### config.mk
export PLATFORM = sky130hd
export DESIGN_NAME = char_buf_ctrl_flat
export DESIGN_NICKNAME = d
export VERILOG_FILES = /design/src/rtl/vga_pkg.sv /design/src/rtl/char_buf_ctrl_if.sv /design/src/rtl/rr_arb2.sv /design/src/rtl/char_buf_ctrl.sv /design/src/flat_wrapper.sv
export SDC_FILE = /design/constraint.sdc
export NUM_CORES = 2
export LEC_CHECK = 0
export CORE_UTILIZATION = 60
export DETAILED_ROUTE_END_ITERATION = 16
export PLACE_DENSITY = 0.76
export SYNTH_ARGS = -nofsm -noshare
export SYNTH_HDL_FRONTEND = slang
export SYNTH_SLANG_ARGS = --single-unit
export TNS_END_PERCENT = 5
### constraint.sdc
create_clock -name clk -period 13.75 [get_ports clk]
set_input_delay 4.125 -clock clk [delete_from_list [all_inputs] [get_ports clk]]
set_output_delay 4.125 -clock clk [all_outputs]
set_load 0.02 [all_outputs]
### src/rtl/vga_pkg.sv
// ----------------------------------------------------------------------------
// vga_pkg
// Shared definitions for the VGA text-overlay path: character grid geometry,
// char code constants used by the font ROM, and the character-buffer
// controller state encoding.
// No ports (package).
// ----------------------------------------------------------------------------
package vga_pkg;

    localparam int CHAR_COLS   = 16;
    localparam int CHAR_ROWS   = 16;
    localparam int CHAR_CODE_W = 7;

    typedef logic [CHAR_CODE_W-1:0] char_code_t;

    // Font ROM code points (ASCII-compatible subset)
    localparam char_code_t Spc = 7'h20;
    localparam char_code_t Ch0 = 7'h30;
    localparam char_code_t ChA = 7'h41;
    localparam char_code_t ChG = 7'h47;
    localparam char_code_t ChM = 7'h4D;

    typedef enum logic [1:0] {
        ST_CLEAR,
        ST_DONE,
        ST_IDLE
    } char_buf_state_t;

    // Code for decimal digit d (0..9)
    function automatic char_code_t digit_code(input logic [3:0] d);
        return Ch0 + char_code_t'(d);
    endfunction

    // Code for the i-th upper-case letter (0 = 'A')
    function automatic char_code_t letter_code(input logic [4:0] i);
        return ChA + char_code_t'(i);
    endfunction

endpackage

### src/rtl/char_buf_ctrl_if.sv
// ----------------------------------------------------------------------------
// char_buf_ctrl_if
// Bundles the character buffer's display read port, the two logic-side
// writer handshakes and the clear controls.
//   master : display pipeline / writers / clear requester
//   slave  : char_buf_ctrl
// Signals:
//   char_xy, char_code                 display read {row,col} -> code
//   wrN_valid/addr/data, wrN_ready     writer N valid/ready handshake
//   clear_req, busy, clear_done        blank-fill request and status
// ----------------------------------------------------------------------------
interface char_buf_ctrl_if #(
    parameter int ADDR_W = 8,
    parameter int DATA_W = 7
);
    logic [ADDR_W-1:0] char_xy;
    logic [DATA_W-1:0] char_code;

    logic              wr0_valid;
    logic [ADDR_W-1:0] wr0_addr;
    logic [DATA_W-1:0] wr0_data;
    logic              wr0_ready;

    logic              wr1_valid;
    logic [ADDR_W-1:0] wr1_addr;
    logic [DATA_W-1:0] wr1_data;
    logic              wr1_ready;

    logic              clear_req;
    logic              busy;
    logic              clear_done;

    modport master (
        output char_xy, wr0_valid, wr0_addr, wr0_data,
               wr1_valid, wr1_addr, wr1_data, clear_req,
        input  char_code, wr0_ready, wr1_ready, busy, clear_done
    );

    modport slave (
        input  char_xy, wr0_valid, wr0_addr, wr0_data,
               wr1_valid, wr1_addr, wr1_data, clear_req,
        output char_code, wr0_ready, wr1_ready, busy, clear_done
    );
endinterface

### src/rtl/rr_arb2.sv
// ----------------------------------------------------------------------------
// rr_arb2
// Two-way round-robin arbiter with combinational grant. When both requests
// are present the requester that did not win last time is granted.
// Ports:
//   clk, rst_n   clock, async active-low reset
//   req[1:0]     request per requester
//   enable       grants are suppressed when low
//   accept       a grant was taken this cycle; records the winner
//   gnt[1:0]     one-hot (or zero) grant
// ----------------------------------------------------------------------------
module rr_arb2 (
    input  logic       clk,
    input  logic       rst_n,
    input  logic [1:0] req,
    input  logic       enable,
    input  logic       accept,
    output logic [1:0] gnt
);
    // Index of the most recent winner; reset to 1 so requester 0 wins first.
    logic last;

    // NOTE: sequential state uses non-blocking assignments so every flop
    // samples pre-edge values regardless of process evaluation order.
    always_ff @(posedge clk or negedge rst_n) begin
        if (!rst_n)      last <= 1'b1;
        else if (accept) last <= gnt[1];
    end

    // NOTE: every output of a combinational block gets a default first,
    // otherwise an uncovered path holds its old value and infers a latch.
    always_comb begin
        gnt = 2'b00;
        if (enable) begin
            unique case (req)
                2'b01:   gnt = 2'b01;
                2'b10:   gnt = 2'b10;
                2'b11:   gnt = last ? 2'b01 : 2'b10;
                default: gnt = 2'b00;
            endcase
        end
    end
endmodule

### src/rtl/char_buf_ctrl.sv
// ----------------------------------------------------------------------------
// char_buf_ctrl
// Writable 16x16 character buffer for the VGA text overlay. The display side
// reads a char code per cell with one cycle of latency; two writers share
// the single write port through a round-robin arbiter; a clear sequencer
// fills every cell with CLEAR_CODE after reset or on clear_req.
// Ports:
//   clk     pixel-domain clock
//   rst_n   asynchronous active-low reset
//   bus     char_buf_ctrl_if.slave (read port, writer handshakes, clear)
// ----------------------------------------------------------------------------
module char_buf_ctrl
    import vga_pkg::*;
#(
    parameter int                ADDR_W     = 8,
    parameter int                DATA_W     = 7,
    parameter logic [DATA_W-1:0] CLEAR_CODE = Spc
) (
    input logic           clk,
    input logic           rst_n,
    char_buf_ctrl_if.slave bus
);
    localparam int DEPTH = 1 << ADDR_W;

    char_buf_state_t   state, state_nxt;
    logic [ADDR_W-1:0] cnt;

    logic [DATA_W-1:0] mem [DEPTH];

    logic [1:0]        req, gnt;
    logic              arb_en, accept, we;
    logic [ADDR_W-1:0] waddr;
    logic [DATA_W-1:0] wdata;

    // ---------------- state register + clear counter ----------------
    // The counter only runs in ST_CLEAR and is parked at 0 elsewhere, so
    // every clear starts from cell 0.
    always_ff @(posedge clk or negedge rst_n) begin
        if (!rst_n) begin
            state <= ST_CLEAR;
            cnt   <= '0;
        end else begin
            state <= state_nxt;
            if (state == ST_CLEAR) cnt <= cnt + ADDR_W'(1);
            else                   cnt <= '0;
        end
    end

    // ---------------- next-state logic ----------------
    always_comb begin
        state_nxt = state;
        unique case (state)
            ST_CLEAR: if (cnt == '1) state_nxt = ST_DONE;
            ST_DONE:  state_nxt = ST_IDLE;
            ST_IDLE:  if (bus.clear_req) state_nxt = ST_CLEAR;
            default:  state_nxt = ST_CLEAR;
        endcase
    end

    // ---------------- output logic ----------------
    // A clear request in IDLE wins over the writers in the same cycle.
    always_comb begin
        bus.busy       = 1'b0;
        bus.clear_done = 1'b0;
        arb_en         = 1'b0;
        unique case (state)
            ST_CLEAR: bus.busy       = 1'b1;
            ST_DONE:  bus.clear_done = 1'b1;
            ST_IDLE:  arb_en         = !bus.clear_req;
            default:  bus.busy       = 1'b1;
        endcase
    end

    // ---------------- writer arbitration ----------------
    assign req    = {bus.wr1_valid, bus.wr0_valid};
    assign accept = |(gnt & req);

    rr_arb2 u_arb (
        .clk    (clk),
        .rst_n  (rst_n),
        .req    (req),
        .enable (arb_en),
        .accept (accept),
        .gnt    (gnt)
    );

    assign bus.wr0_ready = gnt[0];
    assign bus.wr1_ready = gnt[1];

    // ---------------- write port ----------------
    assign we = (state == ST_CLEAR) || accept;

    always_comb begin
        waddr = cnt;
        wdata = CLEAR_CODE;
        if (state != ST_CLEAR) begin
            waddr = gnt[1] ? bus.wr1_addr : bus.wr0_addr;
            wdata = gnt[1] ? bus.wr1_data : bus.wr0_data;
        end
    end

    // NOTE: the storage array has no reset; a reset branch would prevent
    // RAM inference, and the clear sequence initialises it instead.
    always_ff @(posedge clk) begin
        if (we) mem[waddr] <= wdata;
    end

    // Read and write of the same cell in one cycle return the old contents,
    // since both sample the array before the edge.
    always_ff @(posedge clk or negedge rst_n) begin
        if (!rst_n) bus.char_code <= '0;
        else        bus.char_code <= mem[bus.char_xy];
    end
endmodule

### src/flat_wrapper.sv
// flat-port wrapper written by rule: the top's interface ports become plain ports
module char_buf_ctrl_flat import vga_pkg::*;
#(
    parameter int                ADDR_W     = 8,
    parameter int                DATA_W     = 7,
    parameter logic [DATA_W-1:0] CLEAR_CODE = Spc
)
  (clk, rst_n, bus_char_xy, bus_wr0_valid, bus_wr0_addr, bus_wr0_data, bus_wr1_valid, bus_wr1_addr, bus_wr1_data, bus_clear_req, bus_char_code, bus_wr0_ready, bus_wr1_ready, bus_busy, bus_clear_done);
  char_buf_ctrl_if #(.ADDR_W(ADDR_W), .DATA_W(DATA_W)) bus_i ();
  input logic clk;
  input logic rst_n;
  input wire logic [$bits(bus_i.char_xy)-1:0] bus_char_xy;
  input wire logic [$bits(bus_i.wr0_valid)-1:0] bus_wr0_valid;
  input wire logic [$bits(bus_i.wr0_addr)-1:0] bus_wr0_addr;
  input wire logic [$bits(bus_i.wr0_data)-1:0] bus_wr0_data;
  input wire logic [$bits(bus_i.wr1_valid)-1:0] bus_wr1_valid;
  input wire logic [$bits(bus_i.wr1_addr)-1:0] bus_wr1_addr;
  input wire logic [$bits(bus_i.wr1_data)-1:0] bus_wr1_data;
  input wire logic [$bits(bus_i.clear_req)-1:0] bus_clear_req;
  output wire logic [$bits(bus_i.char_code)-1:0] bus_char_code;
  output wire logic [$bits(bus_i.wr0_ready)-1:0] bus_wr0_ready;
  output wire logic [$bits(bus_i.wr1_ready)-1:0] bus_wr1_ready;
  output wire logic [$bits(bus_i.busy)-1:0] bus_busy;
  output wire logic [$bits(bus_i.clear_done)-1:0] bus_clear_done;
  assign bus_i.char_xy = bus_char_xy;
  assign bus_i.wr0_valid = bus_wr0_valid;
  assign bus_i.wr0_addr = bus_wr0_addr;
  assign bus_i.wr0_data = bus_wr0_data;
  assign bus_i.wr1_valid = bus_wr1_valid;
  assign bus_i.wr1_addr = bus_wr1_addr;
  assign bus_i.wr1_data = bus_wr1_data;
  assign bus_i.clear_req = bus_clear_req;
  assign bus_char_code = bus_i.char_code;
  assign bus_wr0_ready = bus_i.wr0_ready;
  assign bus_wr1_ready = bus_i.wr1_ready;
  assign bus_busy = bus_i.busy;
  assign bus_clear_done = bus_i.clear_done;
  char_buf_ctrl #(.ADDR_W(ADDR_W), .DATA_W(DATA_W), .CLEAR_CODE(CLEAR_CODE)) u_core (.clk(clk), .rst_n(rst_n), .bus(bus_i));
endmodule
==> flow_summary.yaml <==
run_status:
  status: "finished clean"
timing:
  setup_tns_ns: 0
  fmax_mhz: 97.7
  fin_crit_sh_pct: 74.4
  hold_viol: 0
  period_minus_slack_ns: 10.24
  setup_viol: 0
  tightestPinTransition_ns: 1.22
  layout_setup_ws_ns: 3.51
  rsz0062_at_grt: "false"
  fin_skew_ns: 0.0225
  slew-limit-headroom_pct: 18.1
  slew_violations: 0
job:
  cap_violations: 0
finish:
  fin_nets: 3660
  layout-drive-gt1-share_pct: 19.3
  insertedDiodeCount: 0
  synthToLayoutAreaGrowth_pct: 10.1
  fin_area_um2: 78100
logic_synthesis:
  syn_inst: 3525
  synthTopCellsByArea: "edfxtp_1 (76%), mux4_2 (12%), mux2i_1 (2.5%)"
  synth_top_cell_area_share_pct: 75.9
  ys_seq_elements: 1810
  synth_area_um2: 70900
  ys_async_sr_fraction_pct: 0.994
  synth_nets: 3572
  yosysSeqAreaShare_pct: 76.5
  synth_flop_cell: "edfxtp_1"
  synth_commonest_cells: "edfxtp_1 (1792), mux4_2 (377), nor2_1 (314)"
  synthesis.area_per_instance_um2: 20.1
  post_synth_num_cell_types: 65
  synth_edf_count: 1792
  yosysMostFrequentCell: "edfxtp_1"
  yosys.area.top_type: "edfxtp_1"
  yosys_warnings: 0
setup_path:
  r2r-end: "u_core.mem[253][5]"
  worstPathArrival_ns: 6.11
  crit_path_end_kind: "primary output"
  worstPathCellList: "clkdlybuf4s50_1, and3b_1, nand2_1, clkinv_1, clkdlybuf4s50_1"
  criticalPathCategory: "in2out"
  r2r_setup_slack_ns: 8.77
  crit_path_top_delay_cell: "clkdlybuf4s50_1"
  r2r-start: "u_core.state[1]"
  start_kind: "input pin"
  critPathRequiredTime_ns: 9.62
  cpMostUsedCell: "clkdlybuf4s50_1"
  crit_path_max_fanout: 9
  reg2regPathDepth: 7
  cpLargestDelayFamily: "buffers and inverters"
  slowest_delay_ns: 0.63
  cp.buffers_inverters: 3
placement:
  io_buffers: 53
  gp_congestion: 0.855
  dpl_cell_area_um2: 72800
  hpwl_um: 99900
  preCtsSetupSlack_ns: 3.58
clock_network:
  tritoncts: "done"
  cts-htree-levels: 4
  cts-root-buf: "clkbuf_16"
  cts_sinks: 1810
  cts_buffer_depth: 3
  postCtsSetupBuffers: 0
  numCtsBuffers: 171
  clk_latency_ns: 0.78
  clkTransAtPathRegs_ns: 0.06
  ctsResizeCount: 0
  holdBufCountCts: 0
route:
  num_vias: 36400
  drc: 0
  drt-initial-drc-count: 4699
  drt-total-wl_um: 170000
  wl_per_cell_um: 32.3
  avgViaCountPerCell: 6.91
  dr_wl_met2_um: 80900
  dr.pass1.iters: 5
  route.top_layer_used: "met5"
  wl_met1_um: 64600
  antenna_left: 0
  wl_met3_um: 18300
die:
  die_x_um: 346
  num_rows: 125
  core_um2: 117000
  start_util_pct: 60.8
  fp.dieH_um: 346
  die_area_um2: 120000
  ioPinCount: 54
global_routing:
  grt_pass1_vias: 36100
  grt_usage_pct: 28.7
  antenna_found_initial: 5
  grt.overflow.total: 0
  grt_pass1_wl_um: 247000
  grt_max_degree: 213
worst_hold_path:
  hold_path.class: "reg2reg"
  hp-start: "u_core.u_arb.last"
  hold_depth: 2
  min_to: "u_core.u_arb.last"
power:
  irDropWorstVdd_mv: 0.169
  powerDensity_nw_per_um2: 166
  leakagePower_nw: 24.4
power by group:
part           total [mW]  switching, mW  internal [mW]  leakage [nW]
Clock                4.50           1.98           2.52          2.57
Sequential           6.76         0.0330           6.73          16.5
Combinational        1.66           1.34          0.320          5.37
metrics by stage:
step	cells	util [%]	total power, mW	hold WS, ns
4_1_cts	5273	66.9	12.9	0.508
5_1_grt	5273	66.9	13.2	0.551
3_5_place_dp	4964	62.4	8.51	0.499
3_3_place_gp	4964	62.4	8.45	0.495
2_1_floorplan	3525	-	7.98	0.467
6_report	5273	66.9	12.9	0.503
cells in the final DEF, fill, tap and decap left out, types with 32 or more instances in the layout:
cell type	instances
nand2_1	105
clkinv_1	45
edfxtp_1	1792
nor2_1	314
o221ai_1	46
clkbuf_1	39
clkdlybuf4s50_1	48
mux4_2	377
o21ai_0	32
clkbuf_16	175
buf_4	67
o22ai_1	91
mux2i_1	174
nand3_1	33
a21oi_1	67
routing by layer:
layer  vias up  GRT usage, %
met5         -             0
met4         4          11.0
met3       375          6.21
met2      2317          44.3
met1     19000          40.8
li1      14700             -
cell type report:
class | instances | area [um2]
Fill cell | 7227 | 38600
Multi-Input combinational cell | 1498 | 15500
Tap cell | 1524 | 1910
Timing Repair Buffer | 123 | 1120
Sequential cell | 1810 | 54300
Clock inverter | 91 | 694
Clock buffer | 218 | 4580
Inverter | 9 | 33.8
worst register-to-register path: cells and delay by family, from the launching register on:
kind | cells | cell delay, ns
buffers and inverters | 2 | 0.73
AO/OA/AOI/OAI | 2 | 1.24
adder cells (fa/ha/maj) | 1 | 0.62
flip-flops | 1 | 0.39
AND/OR/NAND/NOR | 2 | 1.64
logic make-up after synthesis:
group | share of synthesized area [%]
mux | 14.7
simple gates | 3.51
compound gates | 3.33
fa+ha+maj | 0.0706
xor+xnor | 0.0741
flops | 76.5
buf+inv | 1.75
state kept, by name, indices dropped and copies added (netlist names):
signal / count
u_core.mem: 1792
u_core.cnt: 8
u_core.bus.char_code: 7
u_core.state: 2
u_core.u_arb.last: 1
how the worst max path moves through the flow:
stage	start	end	slack, ns	depth (start not counted)
floorplan	bus_clear_req	u_core.mem[0][0]	0.41	6
global placement	bus_wr1_valid	bus_wr1_ready	3.61	5
detailed placement	bus_wr1_valid	bus_wr1_ready	3.58	5
CTS	bus_wr1_valid	bus_wr1_ready	3.58	5
global route	bus_wr1_valid	bus_wr1_ready	3.43	5
finish	bus_wr1_valid	bus_wr1_ready	3.51	5
(Power assumes the default switching activity.)
